===== src/rtl/multi_mixer.sv =====
// multi_mixer: quadrature encoders drive per-channel levels, mirrored to PWM.
// clk, reset (async, low); enc_a/enc_b per channel; load_*; level; pwm_out.
module mm_deb #(
  parameter int DEB = 4
) (
  input  logic clk,
  input  logic reset,
  input  logic din,
  output logic dout
);
  localparam int CW = $clog2(DEB);
  localparam logic [CW-1:0] LAST = CW'(DEB - 1);

  logic [1:0]    sync;
  logic [CW-1:0] cnt;

  always_ff @(posedge clk or negedge reset) begin
    if (!reset) begin
      sync <= '0;
      cnt  <= '0;
      dout <= 1'b0;
    end else begin
      sync <= {sync[0], din};
      if (sync[1] == dout) begin
        cnt <= '0;
      end else if (cnt == LAST) begin
        cnt  <= '0;
        dout <= sync[1];
      end else begin
        cnt <= cnt + 1'b1;
      end
    end
  end
endmodule

module multi_mixer #(
  parameter int NCH  = 3,
  parameter int W    = 8,
  parameter int DEB  = 4,
  parameter bit SAT  = 1'b1,
  parameter int STEP = 1
) (
  input  logic             clk,
  input  logic             reset,
  input  logic [NCH-1:0]   enc_a,
  input  logic [NCH-1:0]   enc_b,
  input  logic             load_en,
  input  logic [2:0]       load_ch,
  input  logic [W-1:0]     load_val,
  output logic [NCH*W-1:0] level,
  output logic [NCH-1:0]   pwm_out
);
  localparam logic [W-1:0] MAXV  = '1;
  localparam logic [W:0]   STEPV = (W+1)'(STEP);

  logic [W-1:0] cnt;
  logic         wrap;

  assign wrap = (cnt == MAXV);

  always_ff @(posedge clk or negedge reset) begin
    if (!reset) begin
      cnt <= '0;
    end else begin
      cnt <= cnt + 1'b1;
    end
  end

  for (genvar i = 0; i < NCH; i++) begin : g_ch
    logic         a_d;
    logic         b_d;
    logic         a_p;
    logic         b_p;
    logic         a_chg;
    logic         b_chg;
    logic         up;
    logic         dn;
    logic         ld;
    logic         pwm;
    logic [W:0]   inc;
    logic [W:0]   dec;
    logic [W-1:0] lvl;
    logic [W-1:0] lvl_nx;
    logic [W-1:0] shadow;

    mm_deb #(.DEB(DEB)) u_deb_a (
      .clk  (clk),
      .reset(reset),
      .din  (enc_a[i]),
      .dout (a_d)
    );

    mm_deb #(.DEB(DEB)) u_deb_b (
      .clk  (clk),
      .reset(reset),
      .din  (enc_b[i]),
      .dout (b_d)
    );

    // a moving alone is a detent; direction from a vs b
    assign a_chg = a_d ^ a_p;
    assign b_chg = b_d ^ b_p;
    assign up    = a_chg & ~b_chg & (a_d ^ b_d);
    assign dn    = a_chg & ~b_chg & ~(a_d ^ b_d);
    assign ld    = load_en && (load_ch == 3'(i));
    assign inc   = {1'b0, lvl} + STEPV;
    assign dec   = {1'b0, lvl} - STEPV;

    always_comb begin
      lvl_nx = lvl;
      if (ld) begin
        lvl_nx = load_val;
      end else if (up) begin
        lvl_nx = (SAT && inc[W]) ? MAXV : inc[W-1:0];
      end else if (dn) begin
        lvl_nx = (SAT && dec[W]) ? '0 : dec[W-1:0];
      end
    end

    always_ff @(posedge clk or negedge reset) begin
      if (!reset) begin
        a_p    <= 1'b0;
        b_p    <= 1'b0;
        lvl    <= '0;
        shadow <= '0;
        pwm    <= 1'b0;
      end else begin
        a_p <= a_d;
        b_p <= b_d;
        lvl <= lvl_nx;
        if (wrap) begin
          shadow <= lvl;
        end
        pwm <= (cnt < shadow);
      end
    end

    assign level[i*W +: W] = lvl;
    assign pwm_out[i]      = pwm;
  end
endmodule


===== config.mk =====
export PLATFORM = sky130hd
export DESIGN_NAME = multi_mixer
export DESIGN_NICKNAME = d
export VERILOG_FILES = /design/src/rtl/multi_mixer.sv
export SDC_FILE = /design/constraint.sdc
export NUM_CORES = 1
export LEC_CHECK = 0
export CORE_ASPECT_RATIO = 0.5
export CORE_MARGIN = 2
export CORE_UTILIZATION = 50
export DETAILED_ROUTE_END_ITERATION = 16
export PLACE_DENSITY_LB_ADDON = 0.25
export SYNTH_ARGS = -nofsm -noshare
export SYNTH_HDL_FRONTEND = slang
export SYNTH_SLANG_ARGS = --single-unit

===== constraint.sdc =====
create_clock -name clk -period 2.5 [get_ports clk]
set_input_delay 0.25 -clock clk [delete_from_list [all_inputs] [get_ports clk]]
set_output_delay 0.25 -clock clk [all_outputs]
set_load 0.01 [all_outputs]

==> results.md, run 1 <==
* CTS tree: built
* Remaining Overflow, GRT at 0
* Worst Hold Class: input port to flop
* Syn-to-layout area delta at 15.12%
* Final setup TNS at 0 ns
* Fin util at 58.59%
* Met1 usage at 30.53%
* RSZ-0062 raised after global routing: no
* Vias in the first global route at 4062
* Grt met2 use at 32.83%
* Main synth FF type: dfrtp_1
* Synth top area cells: dfrtp_1 43%, ha_1 7.7%, mux2_2 4.7%
* Worst-path clk slew at 0.07 ns
* Die span in x at 152.8 um
* Rel. slew slack at 57.24%
* Busiest layer in global routing: met2
* Final Wtd Congestion at 0.9504
* Post-synth EDFFs at 0
* CTS root buffer: clkbuf_16
* Worst Hold End: g_ch[1].u_deb_a.sync[0]$_DFF_PN0_
* Via density at 5.809
* Worst-Margin Slew at 0.6414 ns
* Number of synthesis warnings at 0
* Clk buf depth at 2
* Clock sink count at 95
* Post-synth top area share at 42.94%
* Ports at 47
* Final wirelength at 12200 um
* Initial antenna violation count at 0
* Critical Path AT at 2.35 ns
* Share of layout cells above drive strength 1 at 11.20%
* Routed Antenna Nets at 0
* Port buffer count at 46
* Yosys cell types at 67
* R2R Setup Slk at 0.38 ns
* DRC at 0
* First-pass GRT wire length at 20510 um
* Clk_skew at 0.007315 ns
* Required time worst endpoint at 2.73 ns
* Via count at 4316
* Largest area contributor in the netlist: dfrtp_1
* Maximum vdd drop at 0.0004134 V
* Number of synthesized register bits at 95
* Pre-CTS WS at 0.4313 ns
* Initial Utilization at 50.90%
* Min-delay src: enc_a[1]
* Dominant cell by count in the synthesized netlist: dfrtp_1
* Mapped Avg Cell Area at 9.782 um^2
* Routed len/inst at 16.42 um
* Syn Nets at 620
* R2R Path End: g_ch[0].lvl[0]$_DFFE_PN0P_
* HPWL after detailed placement at 8931 um
* Nets at 647
* Post-CTS Setup Repair Bufs at 0
* Hold path cells at 1
* Core box area at 10880 um^2
* CP Capture Type: flop
* Max cap viols at 0
* Met3 Track Usage GR at 4.638%
* Placement Rows at 27
* Ys async rst share at 100.0%
* F_max at 472.3 MHz
* H-tree level count at 3
* Status: complete, no violations
* N_diodes at 0
* Die area at 11980 um^2
* CTS buffer count at 9
* Synth Instances at 566
* Setup violations, final at 0
* Pre-antenna DRT Iters at 5
* Crit Reg-Reg Startpoint: g_ch[0].lvl[1]$_DFFE_PN0P_
* Largest net degree at the start of global routing at 59
* Kind of critical path: flop to flop
* Min cycle time layout at 2.118 ns
* Period utilisation layout at 84.70%
* PwrDens at 1092 nW/um^2
* Clk Latency, worst-skew pair at 0.35 ns
* Chip Height at 78.41 um
* Mapped Area at 5537 um^2
* Type of origin of the critical path: flop
* Max FO, Critical Path at 8
* Worst Slack Setup Final at 0.3825 ns
* Final-report hold violation count at 0
* Top cells by count, synth: 95 x dfrtp_1, 45 x nand2_1, 35 x inv_1
* Reg2Reg Depth at 7
* Pins Over Slew Limit at 0
* All-Layer GR Usage at 21.32%
* LEAKAGE at 0.002635 uW
* Seq/Total Area, Yosys at 42.94%
* Number of DRC markers in iteration 0 at 423
==> layout by cell type, fill, tap and decap left out, drive strengths merged, types with 9 or more instances in the layout <==
| master | synthesis | layout |
|---|---|---|
| a21oi | 19 | 19 |
| a31oi | 16 | 16 |
| buf | 18 | 10 |
| clkbuf | 22 | 11 |
| clkdlybuf4s50 | 0 | 45 |
| dfrtp | 95 | 95 |
| ha | 34 | 34 |
| inv | 35 | 38 |
| mux2 | 24 | 24 |
| nand2 | 46 | 46 |
| nand3 | 17 | 17 |
| nor2 | 32 | 32 |
| nor3 | 13 | 13 |
| o21ai | 34 | 34 |
| or3 | 9 | 9 |
| xnor2 | 18 | 18 |
| xor2 | 13 | 13 |
==> logic make-up after synthesis <==
| group | after synthesis | synth area share (%) |
|---|---|---|
| compound gates | 131 | 15.53 |
| xor+xnor | 31 | 4.904 |
| fa+ha+maj | 34 | 7.684 |
| buf+inv | 75 | 6.079 |
| flops | 95 | 42.94 |
| mux | 29 | 5.853 |
| simple gates | 171 | 17.02 |
==> stage by stage <==
step	total power (uW)	hold WS, ns	area [um^2]	std cells
3_5_place_dp	5512	0.2504	6057	726
6_report	6961	0.3299	6374	743
2_1_floorplan	4574	-0.04559	5537	566
4_1_cts	6953	0.3232	6374	743
3_3_place_gp	5464	0.2417	6057	726
5_1_grt	7433	0.3182	6374	743
==> power breakdown <==
| part | switching [uW] | internal (uW) | total, uW |
|---|---|---|---|
| Clock | 607 | 814 | 1420 |
| Sequential | 725 | 1910 | 2630 |
| Combinational | 1530 | 1380 | 2910 |
==> state kept, by name (all words and copies together), names as in the netlist <==
signal	count
cnt	8
g_ch.u_deb_b.dout	3
g_ch.shadow	24
g_ch.u_deb_b.cnt	6
g_ch.u_deb_a.sync	6
g_ch.a_p	3
g_ch.u_deb_a.dout	3
g_ch.pwm	3
g_ch.lvl	24
g_ch.u_deb_b.sync	6
g_ch.u_deb_a.cnt	6
g_ch.b_p	3
==> layout make-up <==
cell class	count	area, um^2
clock buffers	11	242.7
clock inverters	5	63.81
fillers	968	4504
inverters	35	131.4
multi-input cells	396	2829
flip-flops and latches	95	2377
well taps	145	181.4
repair buffers	56	548.0
==> critical path, cell delays in order, from the launching register on <==
cell and delay [ns]:
dfrtp_1 0.46, inv_1 0.15, ha_1 0.20, or4b_4 0.52, nor4_2 0.27, a21oi_1 0.11
a211oi_1 0.22, nor2_1 0.07
==> how the worst max path moves through the flow <==
| stage | endpoint | slack, ns | depth (start not counted) | start |
|---|---|---|---|---|
| 2_1_floorplan | g_ch[1].lvl[5]$_DFFE_PN0P_ | 0.41 | 8 | g_ch[1].lvl[0]$_DFFE_PN0P_ |
| 3_3_place_gp | g_ch[0].lvl[6]$_DFFE_PN0P_ | 0.44 | 7 | g_ch[0].lvl[1]$_DFFE_PN0P_ |
| 3_5_place_dp | g_ch[0].lvl[0]$_DFFE_PN0P_ | 0.43 | 7 | g_ch[0].lvl[1]$_DFFE_PN0P_ |
| 4_1_cts | g_ch[0].lvl[0]$_DFFE_PN0P_ | 0.38 | 7 | g_ch[0].lvl[1]$_DFFE_PN0P_ |
| 5_1_grt | g_ch[0].lvl[0]$_DFFE_PN0P_ | 0.16 | 7 | g_ch[0].lvl[1]$_DFFE_PN0P_ |
| 6_report | g_ch[0].lvl[0]$_DFFE_PN0P_ | 0.38 | 7 | g_ch[0].lvl[1]$_DFFE_PN0P_ |
==> routing by layer <==
metal | share of wire [%] | wire length (um)
met1 | 49 | 6009
met2 | 45 | 5436
met3 | 5.3 | 642
met4 | 0.93 | 114
met5 | 0 | 0
==> timing repair <==
action                    in CTS  in global routing
hold endpoints to repair      37                  0
gates resized for setup        0                  0
hold buffers                   1                  0
(Power assumes the default switching activity.)
==> run 2, diff against run 1 <==
==> constraint.sdc (replaced) <==
create_clock -name clk -period 2.1 [get_ports clk]
set_input_delay 0.21 -clock clk [delete_from_list [all_inputs] [get_ports clk]]
set_output_delay 0.21 -clock clk [all_outputs]
set_load 0.01 [all_outputs]
==> results.md, run 2 (same netlist as run 1, synthesis figures left out) <==
* Max cap viols at 0
* Rel. slew slack at 56.82%
* Non-Filler Instances at 771
* LEAKAGE at 0.002761 uW
* Remaining Overflow, GRT at 0
* Maximum vdd drop at 0.0006302 V
* CTS tree: built
* Pre-antenna DRT Iters at 5
* Clock sink count at 95
* Worst Hold Class: input port to flop
* Crit Reg-Reg Startpoint: g_ch[0].u_deb_b.dout$_DFFE_PN0P_
* Number of DRC markers in iteration 0 at 325
* Worst Slack Setup Final at 0.1291 ns
* Die area at 11980 um^2
* Initial Utilization at 50.90%
* Status: complete, no violations
* CTS root buffer: clkbuf_16
* Clock share of power at 18.6%
* Most common cell after layout, fill and taps aside: dfrtp_1
* Post-route cell area at 6585 um^2
* Via density at 5.729
* Hold path cells at 1
* Type of origin of the critical path: flop
* PwrDens at 1286 nW/um^2
* Setup violations, final at 0
* Combinational share of power at 48.3%
* Switching Power at 3445 uW
* Placement Rows at 27
* R2R Setup Slk at 0.13 ns
* N_diodes at 0
* Period utilisation layout at 93.85%
* Sw Share at 40.67%
* Core box area at 10880 um^2
* Int Power at 5025 uW
* Placed cell areas at 6267 um^2
* Largest registers: g_ch.lvl (24), g_ch.shadow (24), cnt (8)
* CTS buffer count at 9
* Port buffer count at 46
* Pins Over Slew Limit at 0
* Final wirelength at 12400 um
* HPWL after detailed placement at 9177 um
* DRC at 0
* Ports at 47
* Required time worst endpoint at 2.28 ns
* Most frequent cells in the layout: 95 x dfrtp_1, 45 x nand2_1, 45 x clkdlybuf4s50_1, 37 x buf_4, 35 x inv_1
* Die span in x at 152.8 um
* Clk buf depth at 2
* Register share of total power at 33.2%
* Worst Hold End: g_ch[1].u_deb_a.sync[0]$_DFF_PN0_
* Clk_skew at 0.007687 ns
* Largest net degree at the start of global routing at 61
* Final-report hold violation count at 0
* Routed len/inst at 16.09 um
* Initial antenna violation count at 0
* R2R Path End: g_ch[0].lvl[7]$_DFFE_PN0P_
* F_max at 507.4 MHz
* DP Cell Count at 754
* Beginning of the critical path: g_ch[0].u_deb_b.dout$_DFFE_PN0P_
* Via count at 4417
* Final Wtd Congestion at 0.9544
* Final setup TNS at 0 ns
* Min cycle time layout at 1.971 ns
* Worst-path clk slew at 0.07 ns
* Syn-to-layout area delta at 18.94%
* Reg2Reg Depth at 5
* Kind of critical path: flop to flop
* Vias in the first global route at 4105
* Hold Worst Slack at 0.3044 ns
* Critical Path AT at 2.15 ns
* CP Capture Type: flop
* Pre-CTS WS at 0.1342 ns
* H-tree level count at 3
* Clk Latency, worst-skew pair at 0.34 ns
* Nets at 675
* Share of layout cells above drive strength 1 at 15.50%
* Min-delay src: enc_a[1]
* Max FO, Critical Path at 12
* First-pass GRT wire length at 20780 um
* Routed Antenna Nets at 0
* All-Layer GR Usage at 21.48%
* Worst-Margin Slew at 0.6477 ns
* Chip Height at 78.41 um
-- run 2: changes by cell type in the layout (fill, tap and decap cells not counted), sizes merged --
cell,before,now
inv,38,37
clkinvlp,1,3
bufinv,1,0
buf,10,38
-- run 2: how the worst max path moves through the flow --
stage / end / slack (ns) / cells past startpoint
floorplan: g_ch[1].lvl[5]$_DFFE_PN0P_ / 0.01 / 8
global placement: g_ch[1].lvl[6]$_DFFE_PN0P_ / 0.16 / 5
detailed placement: g_ch[0].lvl[7]$_DFFE_PN0P_ / 0.13 / 6
CTS: g_ch[0].lvl[7]$_DFFE_PN0P_ / 0.11 / 6
global route: g_ch[0].lvl[1]$_DFFE_PN0P_ / -0.002 / 7
finish: g_ch[0].lvl[7]$_DFFE_PN0P_ / 0.13 / 5
-- run 2: critical path: stages (launching register included) --
cell      delay [ns]
dfrtp_1         0.47
or4b_4          0.62
nand2_2         0.21
nor4_2          0.08
a22oi_1         0.23
o311ai_0        0.19
-- run 2: timing repair --
| item | CTS | global route |
|---|---|---|
| endpoints found under the hold margin | 35 | 0 |
| setup buffers | 0 | 0 |
| hold buffers | 1 | 0 |
| setup endpoints to repair | 0 | 2 |
| gates resized for setup | 0 | 3 |
-- run 2: through the flow --
stage / power [uW] / util [%]
6_report: 8470 / 60.54
5_1_grt: 9077 / 60.54
4_1_cts: 8444 / 60.40
3_5_place_dp: 6839 / 57.61
3_3_place_gp: 6789 / 57.61
2_1_floorplan: 5445 / -
-- run 2: power groups by stage --
stage / combinational, uW / clock (uW) / sequential (uW)
2_1_floorplan: 2730 / 0 / 2710
3_3_place_gp: 3980 / 0 / 2810
3_5_place_dp: 4010 / 0 / 2830
4_1_cts: 4030 / 1610 / 2800
5_1_grt: 4500 / 1690 / 2890
6_report: 4090 / 1570 / 2810
-- run 2: layout make-up --
cell class / instances / area [um^2]
fillers: 929 / 4293
multi-input cells: 396 / 2844
flip-flops and latches: 95 / 2377
repair buffers: 84 / 758.2
clock buffers: 11 / 252.7
well taps: 145 / 181.4
inverters: 35 / 131.4
clock inverters: 5 / 40.04
-- run 2: routing by layer --
| layer | GRT usage [%] | vias to the layer above | wire [um] |
|---|---|---|---|
| li1 | - | 2142 | - |
| met1 | 32.03 | 2120 | 6135 |
| met2 | 32.42 | 146 | 5473 |
| met3 | 4.307 | 9 | 709 |
| met4 | 4.815 | 0 | 85 |
| met5 | 0 | - | 0 |
==> run 3, diff against run 2 <==
--- a/config.mk
+++ b/config.mk
@@ -5,7 +5,7 @@
 export SDC_FILE = /design/constraint.sdc
 export NUM_CORES = 1
 export LEC_CHECK = 0
-export CORE_ASPECT_RATIO = 0.5
+export CORE_ASPECT_RATIO = 1.2
 export CORE_MARGIN = 2
 export CORE_UTILIZATION = 50
 export DETAILED_ROUTE_END_ITERATION = 16
==> results.md, run 3 (same netlist as run 1, synthesis figures left out) <==
* Status: complete, no violations
* Die area at 11930 um^2
* H-tree level count at 3
* HPWL after detailed placement at 9946 um
* Worst Slack Setup Final at 0.1718 ns
* Largest registers: g_ch.lvl (24), g_ch.shadow (24), cnt (8)
* Syn-to-layout area delta at 18.53%
* Port buffer count at 46
* Setup violations, final at 0
* Max cap viols at 0
* Placement Rows at 42
* Pre-CTS WS at 0.1237 ns
* Remaining Overflow, GRT at 0
* Hold_buf cts at 1
* Required time worst endpoint at 2.32 ns
* Clk_skew at 0.007845 ns
* Number of DRC markers in iteration 0 at 271
* Final-report hold violation count at 0
* DRC at 0
* Kind of critical path: flop to flop
* Most common cell after layout, fill and taps aside: dfrtp_1
* Vias in the first global route at 4506
* Pins Over Slew Limit at 0
* First-pass GRT wire length at 22000 um
* Final setup TNS at 0 ns
* Maximum vdd drop at 0.0007159 V
* CP Capture Type: flop
* Worst Hold Class: input port to asynchronous set/reset pin
* Routed len/inst at 17.44 um
* Initial Utilization at 50.65%
* Initial antenna violation count at 0
* LEAKAGE at 0.002766 uW
* Largest net degree at the start of global routing at 39
* Post-cts gate resize count at 0
* Most frequent cells in the layout: 95 x dfrtp_1, 45 x nand2_1, 45 x clkdlybuf4s50_1, 35 x inv_1
* N_diodes at 0
* Nets at 672
* Core box area at 10930 um^2
* Die span in x at 100.1 um
* Min cycle time layout at 1.928 ns
* Critical Path AT at 2.14 ns
* Via density at 5.830
* Final Wtd Congestion at 0.9385
* Type of origin of the critical path: flop
* Period utilisation layout at 91.82%
* Worst-path clk slew at 0.07 ns
* Post-CTS Setup Repair Bufs at 0
* PwrDens at 1315 nW/um^2
* Pre-antenna DRT Iters at 4
* Worst-Margin Slew at 0.6278 ns
* RSZ-0062 raised after global routing: no
* Clk Latency, worst-skew pair at 0.34 ns
* Share of layout cells above drive strength 1 at 14.77%
* Final wirelength at 13160 um
* Routed Antenna Nets at 0
* CTS root buffer: clkbuf_16
* F_max at 518.6 MHz
* Via count at 4402
* Clock sink count at 95
* CTS buffer count at 9
* Ports at 47
* All-Layer GR Usage at 23.24%
* Rel. slew slack at 58.15%
* CTS tree: built
* Clk buf depth at 2
* Max FO, Critical Path at 31
* Chip Height at 119.3 um
[run 3: cell types whose count changed in the layout (fill, tap and decap cells not counted), sizes merged]
cell / before / now
buf: 38 / 35
bufinv: 0 / 2
clkinvlp: 3 / 1
clkinv: 0 / 2
inv: 37 / 35
[run 3: cell type report]
type	instances	area (um^2)
clock buffers	11	242.7
clock inverters	5	81.33
fillers	941	4368
inverters	35	131.4
multi-input cells	396	2829
flip-flops and latches	95	2377
well taps	132	165.2
repair buffers	81	735.7
[run 3: final timing paths]
check / from / endpoint / slack, ns / cells past startpoint
min reg2reg: g_ch[2].u_deb_a.sync[0]$_DFF_PN0_ / g_ch[2].u_deb_a.sync[1]$_DFF_PN0_ / 0.35 / 0
min: reset / g_ch[2].shadow[0]$_DFFE_PN0N_ / 0.26 / 2
max reg2reg: cnt[1]$_DFF_PN0_ / g_ch[2].shadow[2]$_DFFE_PN0N_ / 0.17 / 4
max: cnt[1]$_DFF_PN0_ / g_ch[2].shadow[2]$_DFFE_PN0N_ / 0.17 / 4
max in group asynchronous: reset / g_ch[1].lvl[7]$_DFFE_PN0P_ / 1.27 / 3
min in group clk: enc_a[1] / g_ch[1].u_deb_a.sync[0]$_DFF_PN0_ / 0.31 / 1
[run 3: where the power goes]
group	total (uW)	switching, uW	internal [uW]
sequential	2900	626	2280
combinational	3970	2140	1840
clock	1750	678	1080
[run 3: through the flow]
stage	util, %	hold WS [ns]	power (uW)	instance area [um^2]	instances
3_5_place_dp	56.98	0.07821	6853	6228	738
5_1_grt	60.04	0.2719	9220	6563	755
4_1_cts	60.04	0.2651	8646	6563	755
6_report	60.04	0.2635	8630	6563	755
3_3_place_gp	56.98	0.07646	6758	6228	738
2_1_floorplan	-	-0.08559	5445	5537	566
[run 3: layer usage]
| metal | global-route usage [%] | vias to the layer above | share of wire (%) |
|---|---|---|---|
| met5 | 0 | - | 0 |
| met4 | 9.503 | 0 | 2.9 |
| met3 | 4.284 | 29 | 4.6 |
| met2 | 39.48 | 128 | 50 |
| met1 | 29.00 | 2112 | 43 |
| li1 | - | 2133 | - |
[run 3: worst max-delay path, stage by stage (launching register included)]
cell,delay (ns)
dfrtp_1,0.48
ha_1,0.26
nand3_1,0.11
or2_2,0.57
mux2_2,0.37
